### config.mk
export PLATFORM = sky130hd
export DESIGN_NAME = seg_scan_mux
export DESIGN_NICKNAME = d
export VERILOG_FILES = /design/src/rtl/seg_scan_pkg.sv /design/src/rtl/seg_scan_timer.sv /design/src/rtl/seg_scan_mux.sv
export SDC_FILE = /design/constraint.sdc
export NUM_CORES = 1
export LEC_CHECK = 0
export CAP_MARGIN = 20
export CORE_ASPECT_RATIO = 0.75
export CORE_MARGIN = 10
export CORE_UTILIZATION = 35
export CTS_BUF_LIST = sky130_fd_sc_hd__clkbuf_16
export DETAILED_ROUTE_END_ITERATION = 8
export SKIP_CTS_REPAIR_TIMING = 1
export SYNTH_ARGS = -nofsm -noshare
export SYNTH_HDL_FRONTEND = slang
export SYNTH_SLANG_ARGS = --single-unit
### constraint.sdc
create_clock -name clock -period 2.68 [get_ports clock]
set_input_delay 0.536 -clock clock [delete_from_list [all_inputs] [get_ports clock]]
set_output_delay 0.536 -clock clock [all_outputs]
set_load 0.005 [all_outputs]
### src/rtl/seg_scan_pkg.sv
// Shared types and constants for the seven-segment scan driver.
package seg_scan_pkg;

  typedef enum logic {BLANK, SHOW} scan_state_e;

  localparam logic [7:0] SEG_OFF = 8'hFF;

  // All-ones anode mask for the given digit count (1..8), right-aligned.
  function automatic logic [7:0] an_off(int unsigned digits);
    an_off = 8'((16'd1 << digits) - 16'd1);
  endfunction

endpackage

### src/rtl/seg_scan_timer.sv
// Slot timer: counts one digit slot and sequences the BLANK/SHOW phases.
module seg_scan_timer
  import seg_scan_pkg::*;
#(
  parameter int unsigned SCAN_DIV     = 50000,
  parameter int unsigned BLANK_CYCLES = 16
) (
  input  logic clock,
  input  logic reset,
  input  logic enable,
  output logic show_start,
  output logic slot_end,
  output logic showing
);

  localparam int unsigned CW = $clog2(SCAN_DIV);
  localparam logic [CW-1:0] BLANK_LAST = CW'(BLANK_CYCLES - 1);
  localparam logic [CW-1:0] SLOT_LAST  = CW'(SCAN_DIV - 1);

  scan_state_e   state_q, state_d;
  logic [CW-1:0] cnt_q, cnt_d;

  always_comb begin
    show_start = enable && (state_q == BLANK) && (cnt_q == BLANK_LAST);
    slot_end   = enable && (state_q == SHOW) && (cnt_q == SLOT_LAST);
    showing    = (state_q == SHOW);
  end

  always_comb begin
    state_d = state_q;
    cnt_d   = cnt_q + CW'(1);
    if (!enable) begin
      state_d = BLANK;
      cnt_d   = '0;
    end else begin
      unique case (state_q)
        BLANK: if (show_start) state_d = SHOW;
        SHOW: begin
          if (slot_end) begin
            state_d = BLANK;
            cnt_d   = '0;
          end
        end
        default: begin
          state_d = BLANK;
          cnt_d   = '0;
        end
      endcase
    end
  end

  always_ff @(posedge clock) begin
    if (reset) begin
      state_q <= BLANK;
      cnt_q   <= '0;
    end else begin
      state_q <= state_d;
      cnt_q   <= cnt_d;
    end
  end

endmodule

### src/rtl/seg_scan_mux.sv
// Time-multiplexed common-anode seven-segment driver with blanking between digits.
module seg_scan_mux
  import seg_scan_pkg::*;
#(
  parameter int unsigned DIGITS       = 8,
  parameter int unsigned SCAN_DIV     = 50000,
  parameter int unsigned BLANK_CYCLES = 16
) (
  input  logic                  clock,
  input  logic                  reset,
  input  logic                  enable,
  input  logic [8*DIGITS-1:0]   seg_in,
  output logic [7:0]            seg_out,
  output logic [DIGITS-1:0]     an_out,
  output logic                  frame_tick
);

  localparam int unsigned IW = (DIGITS > 1) ? $clog2(DIGITS) : 1;
  localparam logic [IW-1:0]     LAST_IDX   = IW'(DIGITS - 1);
  localparam logic [7:0]        AN_OFF_ALL = an_off(DIGITS);
  localparam logic [DIGITS-1:0] AN_OFF     = AN_OFF_ALL[DIGITS-1:0];

  logic show_start, slot_end, showing;

  seg_scan_timer #(
    .SCAN_DIV     (SCAN_DIV),
    .BLANK_CYCLES (BLANK_CYCLES)
  ) u_timer (
    .clock      (clock),
    .reset      (reset),
    .enable     (enable),
    .show_start (show_start),
    .slot_end   (slot_end),
    .showing    (showing)
  );

  logic [IW-1:0]     idx_q, idx_d;
  logic [7:0]        snap_q, snap_d;
  logic [7:0]        seg_q, seg_d;
  logic [DIGITS-1:0] an_q, an_d;
  logic              tick_q, tick_d;
  logic [7:0]        cur_pat;
  logic [DIGITS-1:0] an_sel;

  assign cur_pat = seg_in[{idx_q, 3'b000} +: 8];
  assign an_sel  = ~(DIGITS'(1) << idx_q);

  // Output flops are loaded from next-state so they switch on the same edge as the phase.
  always_comb begin
    idx_d  = idx_q;
    snap_d = snap_q;
    seg_d  = SEG_OFF;
    an_d   = AN_OFF;
    tick_d = 1'b0;
    if (!enable) begin
      idx_d = '0;
    end else begin
      if (show_start) begin
        snap_d = cur_pat;
        seg_d  = cur_pat;
        an_d   = an_sel;
      end else if (showing && !slot_end) begin
        seg_d = snap_q;
        an_d  = an_sel;
      end
      if (slot_end) begin
        idx_d  = (idx_q == LAST_IDX) ? '0 : idx_q + IW'(1);
        tick_d = (idx_q == LAST_IDX);
      end
    end
  end

  always_ff @(posedge clock) begin
    if (reset) begin
      idx_q  <= '0;
      snap_q <= SEG_OFF;
      seg_q  <= SEG_OFF;
      an_q   <= AN_OFF;
      tick_q <= 1'b0;
    end else begin
      idx_q  <= idx_d;
      snap_q <= snap_d;
      seg_q  <= seg_d;
      an_q   <= an_d;
      tick_q <= tick_d;
    end
  end

  assign seg_out    = seg_q;
  assign an_out     = an_q;
  assign frame_tick = tick_q;

endmodule

Word-level counts from Yosys, hierarchy flattened:

Cells that the tools add are included.

* register bits after elaboration: 45
* input port bits: 67
* output and inout port bits: 17
* logic and storage cells: 37

* add/subtract/negate cells: 2
* equal/unequal tests: 3
* shift-type cells: 2
* mux-type cells: 10
* bitwise operators: 4
* reductions and logical operators: 9

Operators with widths (count)
* variable part select 64 x 7 -> 8 bit: 1
* 2-to-1 mux 16 bit: 2
* 2-to-1 mux 8 bit: 4
* adder 16 x 1 -> 16 bit (second input constant): 1
* equality test 16 bit (second input constant): 1
* equality test 16 x 4 -> 1 bit (second input constant): 1
* NOT 8 bit: 1
* << shifter 1 x 3 -> 8 bit (first input constant): 1
* logical AND 1 bit: 5
* adder 3 x 1 -> 3 bit (second input constant): 1
* equality test 3 bit (second input constant): 1
* 2-to-1 mux 3 bit: 1
* NOT 1 bit: 3
* OR reduction 3 bit: 1
* 2-to-1 mux 1 bit: 2
* one-hot mux 1 bit (2 select lines): 1
* AND reduction 2 bit: 1
* OR reduction 2 bit: 1
* zero test 1 bit: 1

Longest topological paths before layout:

Gate-level depths: netlist (run 1).

* depth in word-level cells: 6
* gate-level depth with buffers: 6
* depth with buffers taken out: 5

By module:

A second synthesis (run 1) with hierarchy kept.

* cells, all modules: 247
* area total of the unflattened synthesis: 2359.8 µm²

Modules (own cells, without submodules)
* seg_scan_mux: instances 1, cells each 155, area each 1544.0 µm², seq. area each 560.5 µm²
* seg_scan_timer: instances 1, cells each 92, area each 815.8 µm², seq. area each 340.3 µm²

Worst setup path after synthesis (run 1):

No wires, ideal clock.

* path kind: input to register
* from: input enable
* to: register idx_q[0]
* library setup time: 0.070 ns
* arrival: 2.010 ns
* required time: 2.610 ns
* path slack: 0.601 ns
* stages on the path: 4
* path buffers: 0
* cell sequence: or4b_1 -> or3_4 -> or4_1 -> a21oi_1

* word-level cells in the longest chain between the ends: 2
* elaborated cells on any way between the ends: 4
* classes of those cells: bitwise: 1; reduce/logical: 3

RTL lines
* start: declaration: line seg_scan_mux.sv:11 `input logic enable,`
* NOT 1 bit (no line) or logical AND 1 bit (tied branches)
* OR reduction 2 bit (no line) or logical AND 1 bit (tied branches)
* end signal: assignment: line seg_scan_mux.sv:81 `idx_q <= idx_d;`
* end: declaration: line seg_scan_mux.sv:37 `logic [IW-1:0] idx_q, idx_d;`

Parallel ways exist; a longest one is shown, timed or not.
A chain may end at the register's enable or synchronous reset.

Worst setup path after layout (run 1):

Same ends and word-level chain as after synthesis.

==> results of run 1 <==
[power groups by stage]
stage	sequential, uW	combinational [uW]	clock (uW)
4_1_cts	671	146	585
3_3_place_gp	686	144	0
5_1_grt	671	154	608
3_5_place_dp	686	146	0
2_1_floorplan	686	37.8	0
6_report	672	145	570
[area by class of cell]
| class | instances | area share [%] |
|---|---|---|
| multi-input combinational | 172 | 40.2 |
| timing repair buffer | 91 | 26.5 |
| sequential | 45 | 26.0 |
| clock buffer | 5 | 3.62 |
| tap | 81 | 2.93 |
| inverter | 5 | 0.542 |
| clock inverter | 2 | 0.217 |
[routing by layer]
layer  global-route usage, %  vias to the layer above  routed length, um  part of all wire (%)
met1                    15.9                      984               2970                    44
li1                        -                     1049                  -                     -
met2                    19.4                       73               3040                    45
met5                       0                        -                  0                     0
met4                    3.16                        0                 46                  0.69
met3                    5.98                        5                643                   9.6
[logic make-up after synthesis]
family          synth area share [%]
compound gates                  14.2
xor+xnor                        3.67
fa+ha+maj                       3.67
buf+inv                         3.98
flops                           37.8
mux                             18.9
simple gates                    17.8
[through the flow]
stage               std cells  worst slack (ps)  hold WS (ps)  total power (uW)  instance area, um^2
finish                    401               308           460              1390                 3460
CTS                       401               301           468              1400                 3460
detailed placement        394              30.8           454               832                 3330
global placement          394              46.5           445               830                 3330
global route              401               189           489              1430                 3460
floorplan                 239               601           426               724                 2390
[cell usage in the layout (no fill, tap or decap), drive strengths merged, types with 4 or more instances in the layout]
cell type and n:
nor2 16, and3 4, o21ai 14, or3 5
clkdlybuf4s50 83, dfxtp 45, nand2b 9, ha 7
inv 6, mux2 8, xor2 8, a21oi 23
clkbuf 5, nand2 6, nand3 7, o21bai 8
nor3 12, nand4 5, buf 8, mux4 16
o2111ai 6
[worst max-delay path by stage]
| stage | from | to | cells after the start |
|---|---|---|---|
| 6_report | enable | idx_q[0] | 5 |
| 5_1_grt | enable | idx_q[0] | 5 |
| 4_1_cts | enable | idx_q[0] | 5 |
| 3_5_place_dp | enable | idx_q[0] | 5 |
| 3_3_place_gp | enable | idx_q[0] | 5 |
| 2_1_floorplan | enable | idx_q[0] | 4 |
[registers in the layout, summed over array words and instances (netlist names)]
register / flops
u_timer.cnt_q: 16
an_out: 8
seg_out: 8
snap_q: 8
idx_q: 3
frame_tick: 1
u_timer.showing: 1
[cells in the mapped netlist (5+ instances only)]
| master | n |
|---|---|
| a21oi_1 | 23 |
| clkbuf_1 | 12 |
| dfxtp_1 | 45 |
| ha_1 | 7 |
| mux2_2 | 8 |
| mux4_2 | 16 |
| nand2_1 | 6 |
| nand2b_1 | 9 |
| nand3_1 | 7 |
| nand4_1 | 5 |
| nor2_1 | 15 |
| nor3_1 | 11 |
| o2111ai_1 | 6 |
| o21ai_0 | 13 |
| o21bai_1 | 8 |
| xor2_1 | 8 |
[worst max-delay path, stage by stage]
cell             delay (ps)
clkdlybuf4s50_1         500
or4b_1                  480
or3_4                   450
or4_1                   480
a21oi_1                 140
==> results by group, run 1 <==
Global route
  • Vias in the first global route: 2184
  • Initial antenna violation count: 0
  • Global-route wire length before repair: 11.0 mm
  • Gr ovfl total: 0
  • Largest net degree at the start of global routing: 23
  • GR Util All Layers: 12.8%

Drt
  • Post-Route WL: 6.70 mm
  • DRT Pass-1 Iters: 4
  • DR vias: 2111
  • DRT antenna net count: 0
  • Iteration-0 DRC Markers: 93
  • DR WL/cell: 16.7 um
  • DR DRC count: 0
  • Number of vias per cell: 5.26

CTS
  • Sink Count: 45
  • Clock network latency to the later pin of the worst-skew pair: 280 ps
  • TritonCTS buffer count: 5
  • Clock buffer depth: 2
  • Worst-path clk slew: 60 ps
  • Root buf cell: clkbuf_16
  • H-tree depth: 2
  • TritonCTS clock tree: done

Cells and area
  • Layout Nets: 394
  • Multi-input gate area: 1390 um^2
  • Area Overhead vs Synth: 45.0%
  • Fill cell count: 577
  • Post-Route Utilization: 53.4%
  • N_diodes: 0
  • Layout cells sized above 1: 13.4%
  • Flip-flop and latch area: 901 um^2

Worst setup path
  • CP Class: input pin to flop
  • WP data required: 2900 ps
  • Startpoint types: input pin
  • Reg2reg end: an_out[6]
  • R2R depth: 4
  • CP arrival: 2590 ps
  • Element type at the critical path end: flop
  • R2R setup slack: 560 ps
  • Crit path max fanout: 7
  • R2r startpoint: u_timer.showing

Logic synthesis
  • Yosys Warn Count: 0
  • Synth Register Bits: 45
  • Cells after Synth: 239
  • Synth top area share: 37.8%
  • Async S/R FF share, synth: 0%
  • Main flop type after synthesis: dfxtp_1
  • Post-synth EDFFs: 0
  • Syn Area/Cell: 9.98 um^2
  • Cell area after synthesis: 2390 um^2
  • Top post-synthesis cells by area: dfxtp_1 38%, mux4_2 15%, a21oi_1 4.8%
  • Sequential share of the synthesized area: 37.8%
  • Area leader, netlist: dfxtp_1
  • Syn Nets: 313
  • Synth cell types: 40

Die
  • Core area: 6470 um^2
  • Die height: 91.5 um
  • Die width: 115 um
  • # rows: 25
  • Initial Util: 36.9%
  • Io pins: 84
  • Die area: 10600 um^2

Status
  • Outcome: finished clean

Timing
  • Worst Skew: 2.73 ps
  • Final period utilization: 88.5%
  • RSZ-0062 raised after global routing: no
  • Final hold vios: 0
  • Relative slew margins: 39.3%
  • Slew @ Worst Pin: 910 ps
  • Max frequency: 0.422 GHz
  • Max-slew violations: 0
  • Minimum clock period: 2370 ps
  • Setup TNS: 0 ps
  • Final setup violation count: 0

Worst hold path
  • Hold depth: 1
  • HP Start: u_timer.cnt_q[0]
  • WHS Endpoint: u_timer.cnt_q[0]
  • Hold Path Class: flop to flop

Placement
  • # port buffers: 83
  • Routability Congestion: 0.756
  • Post-DP HPWL: 5.37 mm

Pwr
  • Pleak: 0.00124 uW
  • Internal power: 1120 uW
  • Net Sw Frac: 19.4%
  • P_sw: 269 uW
  • Worst VDD drop: 0.000237 V
  • Logic pwr share: 10.4%
  • Clock network power share: 41.1%
  • PwrDens: 401 nW/um^2
  • Reg power frac: 48.5%

Run
  • Max Cap Viol: 0
Power figures use the tool's default switching activity.
==> run 2, diff against run 1 <==
--- a/config.mk
+++ b/config.mk
@@ -8,10 +8,12 @@
 export CAP_MARGIN = 20
 export CORE_ASPECT_RATIO = 0.75
 export CORE_MARGIN = 10
-export CORE_UTILIZATION = 35
+export CORE_UTILIZATION = 45
 export CTS_BUF_LIST = sky130_fd_sc_hd__clkbuf_16
 export DETAILED_ROUTE_END_ITERATION = 8
+export PLACE_DENSITY = 0.8
 export SKIP_CTS_REPAIR_TIMING = 1
+export SLEW_MARGIN = 20
 export SYNTH_ARGS = -nofsm -noshare
 export SYNTH_HDL_FRONTEND = slang
 export SYNTH_SLANG_ARGS = --single-unit
==> run 2 against run 1 <==
Effect of this change: routed wire length shrank 1.1%; die area decreased by 18%; clock power increased by 15%; final cell count decreased by 2.0%; clock skew barely moved; register-to-register slack about the same; non-clock buffer count did not move; setup slack better by 2.3 ps; critical path depth rose by 1; sequential cell count unchanged; hold slack better by 4.3 ps; critical endpoint is now seg_out[4].
==> results by group, run 2 (synthesized netlist as in run 1, its figures left out) <==
Status
  • Outcome: finished clean (unchanged)

Pwr
  • Worst VDD drop: 0.000240 V (was 0.000237 V)
  • Pleak: 0.00125 uW (was 0.00124 uW)
  • PwrDens: 424 nW/um^2 (was 401 nW/um^2)

Drt
  • Post-Route WL: 6.63 mm (was 6.70 mm)
  • DR DRC count: 0 (unchanged)
  • DRT antenna net count: 0 (unchanged)
  • DRT Pass-1 Iters: 4 (unchanged)
  • DR WL/cell: 16.9 um (was 16.7 um)
  • DR vias: 2174 (was 2111)
  • Number of vias per cell: 5.53 (was 5.26)
  • Iteration-0 DRC Markers: 112 (was 93)

Timing
  • Final period utilization: 88.4% (was 88.5%)
  • Max frequency: 0.422 GHz (about the same)
  • Slew @ Worst Pin: 915 ps (was 910 ps)
  • Setup TNS: 0 ps (unchanged)
  • Final hold vios: 0 (unchanged)
  • Max-slew violations: 0 (unchanged)
  • Final setup violation count: 0 (unchanged)
  • Worst Skew: 2.95 ps (was 2.73 ps)
  • Minimum clock period: 2370 ps (about the same)
  • RSZ-0062 raised after global routing: no (unchanged)
  • WHS: 465 ps (was 460 ps)
  • Relative slew margins: 38.9% (was 39.3%)
  • Worst path setup slack after routing: 310 ps (was 308 ps)

CTS
  • TritonCTS clock tree: done (unchanged)
  • Sink Count: 45 (unchanged)
  • Clock buffer depth: 2 (unchanged)
  • Clock network latency to the later pin of the worst-skew pair: 280 ps (about the same)
  • Worst-path clk slew: 60 ps (about the same)
  • TritonCTS buffer count: 5 (unchanged)
  • H-tree depth: 2 (unchanged)
  • Root buf cell: clkbuf_16 (unchanged)

Run
  • Max Cap Viol: 0 (unchanged)

Worst setup path
  • CP Class: input pin to flop (unchanged)
  • CP cell instances: clkdlybuf4s50_1 > or4b_1 > or3_4 > buf_12 > nor3_1 > o21ai_0 (was clkdlybuf4s50_1 > or4b_1 > or3_4 > or4_1 > a21oi_1)
  • Buf/Inv on CP: 2 (was 1)
  • CP arrival: 2520 ps (was 2590 ps)
  • Critical path's largest stage delay: 490 ps (was 500 ps)
  • Family with the most delay on the worst path: simple AND/OR/NAND/NOR gates (unchanged)
  • Startpoint types: input pin (unchanged)
  • R2R setup slack: 550 ps (was 560 ps)
  • Crit path max fanout: 10 (was 7)
  • Slowest cell on the critical path: clkdlybuf4s50_1 (unchanged)
  • WP data required: 2830 ps (was 2900 ps)
  • Element type at the critical path end: flop (unchanged)

Cells and area
  • Largest register FFs: 16 (unchanged)
  • Commonest non-fill, non-tap cell in the layout: clkdlybuf4s50_1 (unchanged)
  • N_diodes: 0 (unchanged)
  • Layout Nets: 394 (unchanged)
  • Layout cells sized above 1: 13.7% (was 13.4%)
  • Area Overhead vs Synth: 45.8% (was 45.0%)
  • Largest reg by FF count: u_timer.cnt_q (unchanged)
  • Post-route cell area: 3480 um^2 (was 3460 um^2)
  • Most frequent cells in the layout: 83 x clkdlybuf4s50_1, 45 x dfxtp_1, 23 x a21oi_1 (unchanged)

Global route
  • Largest net degree at the start of global routing: 23 (unchanged)
  • Gr ovfl total: 0 (unchanged)
  • GR Util All Layers: 14.5% (was 12.8%)
  • Initial antenna violation count: 0 (unchanged)
  • Vias in the first global route: 2178 (was 2184)
  • Global-route wire length before repair: 10.4 mm (was 11.0 mm)

Placement
  • Cell area after placement: 3320 um^2 (was 3330 um^2)
  • Pre-CTS setup slack: 29.8 ps (was 30.8 ps)
  • # port buffers: 83 (unchanged)
  • Routability Congestion: 0.802 (was 0.756)
  • Post-DP HPWL: 5.30 mm (was 5.37 mm)

Die
  • Die area: 8640 um^2 (was 10600 um^2)
  • Die height: 83.1 um (was 91.5 um)
  • Die width: 104 um (was 115 um)
  • Io pins: 84 (unchanged)
  • # rows: 22 (was 25)
  • Initial Util: 47.6% (was 36.9%)
  • Core area: 5010 um^2 (was 6470 um^2)

Worst hold path
  • Hold Path Class: flop to flop (unchanged)
[run 2: cell types whose count changed in the layout (fill, tap and decap cells not counted), sizes merged]
| cell | before | now |
|---|---|---|
| bufinv | 0 | 1 |
[run 2: worst reg2reg max path: cells and delay by family (launching register included)]
| family | cells | cell delay (ps) |
|---|---|---|
| and+or+nand+nor | 1 | 250 |
| AOI/OAI and AO/OA | 1 | 140 |
| muxes | 2 | 700 |
| DFF | 1 | 920 |
[run 2: metal layers]
layer / global-route usage [%] / share of wire (%)
met5: 0 / 0
met4: 3.63 / 1.1
met3: 7.41 / 11
met2: 23.4 / 49
met1: 16.6 / 39
[run 2: through the flow]
step                std cells  util (%)  power [uW]
finish                    393      69.4        1470
global route              393      69.4        1520
CTS                       393      69.4        1490
detailed placement        385      66.2         831
floorplan                 239         -         724
global placement          385      66.2         828
[run 2: path summary, 6_finish.rpt]
kind                                        from                to  depth (start not counted)
worst max-delay path                      enable        seg_out[4]                          6
worst min-delay path            u_timer.cnt_q[0]  u_timer.cnt_q[0]                          1
worst max register to register          idx_q[2]        seg_out[4]                          4
worst min register to register  u_timer.cnt_q[0]  u_timer.cnt_q[0]                          1
[run 2: where the power goes]
group | leakage [uW] | internal (uW) | switching (uW)
Sequential | 0.000364 | 671 | 1.19
Clock | 0.0000826 | 432 | 225
Combinational | 0.000807 | 113 | 31.6
[run 2: area by class of cell]
cell class                      count  area, um^2
Clock buffer                        5         125
Fill cell                         387        1530
Multi-Input combinational cell    172        1390
Inverter                            5        18.8
Sequential cell                    45         901
Timing Repair Buffer               91         916
Clock inverter                      3        37.5
Tap cell                           72        90.1
==> run 3, diff against run 2 <==
--- a/config.mk
+++ b/config.mk
@@ -5,9 +5,9 @@
 export SDC_FILE = /design/constraint.sdc
 export NUM_CORES = 1
 export LEC_CHECK = 0
-export CAP_MARGIN = 20
+export CAP_MARGIN = 0
 export CORE_ASPECT_RATIO = 0.75
-export CORE_MARGIN = 10
+export CORE_MARGIN = 4
 export CORE_UTILIZATION = 45
 export CTS_BUF_LIST = sky130_fd_sc_hd__clkbuf_16
 export DETAILED_ROUTE_END_ITERATION = 8
==> run 3 against run 2 <==
Effect of this change: final cell count rose by 0.25%; critical path depth unchanged; sequential power about the same; non-clock buffer count up 2; sequential share of layout area shrank 0.093 points; global-route usage up 4.9 points; total power increased by 0.74%; register-to-register slack about the same; die area decreased by 24%; combinational power is essentially flat; largest cell class unchanged; largest power group unchanged.
==> results by group, run 3 (synthesized netlist as in run 1, its figures left out) <==
Worst setup path
  • Crit path from: enable (unchanged)
  • R2r startpoint: u_timer.cnt_q[11] (was idx_q[2])
  • Startpoint types: input pin (unchanged)
  • CP Class: input pin to flop (unchanged)
  • Critical path's largest stage delay: 490 ps (about the same)
  • Element type at the critical path end: flop (unchanged)
  • CP arrival: 2630 ps (was 2520 ps)
  • Slowest cell on the critical path: or4b_1 (was clkdlybuf4s50_1)
  • WP data required: 2870 ps (was 2830 ps)
  • CP cell instances: clkdlybuf4s50_1 > or4b_1 > buf_4 > nor3_1 > a21boi_1 > o2111ai_1 (was clkdlybuf4s50_1 > or4b_1 > or3_4 > buf_12 > nor3_1 > o21ai_0)
  • Crit path max fanout: 9 (was 10)

Placement
  • Post-DP HPWL: 4.79 mm (was 5.30 mm)
  • # port buffers: 83 (unchanged)
  • Routability Congestion: 0.816 (was 0.802)
  • Inst Count DP: 387 (was 385)

Timing
  • RSZ-0062 raised after global routing: no (unchanged)
  • Worst Skew: 5.57 ps (was 2.95 ps)
  • Max frequency: 0.410 GHz (was 0.422 GHz)
  • Final setup violation count: 0 (unchanged)
  • Final period utilization: 91.0% (was 88.4%)
  • Relative slew margins: 51.3% (was 38.9%)
  • Minimum clock period: 2440 ps (was 2370 ps)
  • Slew @ Worst Pin: 729 ps (was 915 ps)
  • Max-slew violations: 0 (unchanged)
  • WHS: 488 ps (was 465 ps)
  • Setup TNS: 0 ps (unchanged)
  • Final hold vios: 0 (unchanged)

Cells and area
  • N_diodes: 0 (unchanged)
  • Post-Route Utilization: 69.7% (was 69.4%)
  • Area Overhead vs Synth: 46.3% (was 45.8%)
  • Layout Cells excl Fill: 394 (was 393)
  • Layout Nets: 396 (was 394)
  • Largest register FFs: 16 (unchanged)
  • Most frequent cells in the layout: 83 x clkdlybuf4s50_1, 45 x dfxtp_1, 23 x a21oi_1 (unchanged)
  • Commonest non-fill, non-tap cell in the layout: clkdlybuf4s50_1 (unchanged)
  • Largest reg by FF count: u_timer.cnt_q (unchanged)
  • Layout cells sized above 1: 14.6% (was 13.7%)

Drt
  • Number of vias per cell: 5.48 (was 5.53)
  • Met1 WL: 2.51 mm (was 2.59 mm)
  • DR DRC count: 0 (unchanged)
  • DR WL/cell: 15.8 um (was 16.9 um)
  • DR vias: 2159 (was 2174)
  • Iteration-0 DRC Markers: 123 (was 112)
  • Met3 wire length: 527 um (was 732 um)
  • DRT antenna net count: 0 (unchanged)
  • Top Metal Used: met4 (unchanged)
  • DRT Pass-1 Iters: 4 (unchanged)
  • Post-Route WL: 6.21 mm (was 6.63 mm)
  • Met2 WL: 3.14 mm (was 3.23 mm)

Pwr
  • Power Total: 1480 uW (was 1470 uW)
  • PwrDens: 425 nW/um^2 (was 424 nW/um^2)
  • Worst VDD drop: 0.000252 V (was 0.000240 V)
  • Pleak: 0.00126 uW (was 0.00125 uW)

Worst hold path
  • HP Start: u_timer.cnt_q[0] (unchanged)
  • Hold Path Class: flop to flop (unchanged)

Run
  • Max Cap Viol: 0 (unchanged)

Die
  • Die height: 71.1 um (was 83.1 um)
  • Core area: 5010 um^2 (unchanged)
  • Initial Util: 47.6% (unchanged)
  • Die width: 92.1 um (was 104 um)
  • # rows: 22 (unchanged)
  • Io pins: 84 (unchanged)
  • Die area: 6540 um^2 (was 8640 um^2)

CTS
  • TritonCTS buffer count: 5 (unchanged)
  • TritonCTS clock tree: done (unchanged)
  • Worst-path clk slew: 60 ps (about the same)
  • Sink Count: 45 (unchanged)
  • Clock buffer depth: 2 (unchanged)
  • Clock network latency to the later pin of the worst-skew pair: 280 ps (about the same)
  • Root buf cell: clkbuf_16 (unchanged)
  • H-tree depth: 2 (unchanged)

Status
  • Outcome: finished clean (unchanged)

Global route
  • Initial antenna violation count: 0 (unchanged)
  • Global-route wire length before repair: 10.2 mm (was 10.4 mm)
  • Gr ovfl total: 0 (unchanged)
  • GR Util All Layers: 19.3% (was 14.5%)
  • Vias in the first global route: 2226 (was 2178)
  • Largest net degree at the start of global routing: 22 (was 23)
## run 3: final cells by class
type / instances / area, um^2
Clock buffer: 5 / 125
Clock inverter: 2 / 35.0
Fill cell: 385 / 1520
Inverter: 5 / 18.8
Multi-Input combinational cell: 172 / 1390
Sequential cell: 45 / 901
Tap cell: 72 / 90.1
Timing Repair Buffer: 93 / 931
## run 3: final timing paths
kind	endpoint	slack, ps	depth (start not counted)
max	an_out[1]	240	6
min	u_timer.cnt_q[0]	490	1
max reg2reg	an_out[1]	540	5
min reg2reg	u_timer.cnt_q[0]	490	1
## run 3: metrics by stage
stage          instance area (um^2)  setup slack, ps
2_1_floorplan                  2390              601
3_3_place_gp                   3330             93.6
3_5_place_dp                   3330             35.2
4_1_cts                        3490              286
5_1_grt                        3490              179
6_report                       3490              242
## run 3: critical path: cells and delay by family
kind,cells,cell delay [ps]
simple gates,2,860
buf+inv,2,640
compound gates,2,580
## run 3: power by group
| group | internal (uW) | leakage, uW | switching (uW) |
|---|---|---|---|
| clock | 432 | 0.0000797 | 235 |
| sequential | 670 | 0.000364 | 1.29 |
| combinational | 114 | 0.000817 | 32.1 |
## run 3: metal layers
layer  vias up  GRT usage [%]
li1       1055              -
met5         -              0
met2        81           34.0
met1      1019           23.4
met4         0           4.45
met3         4           5.95
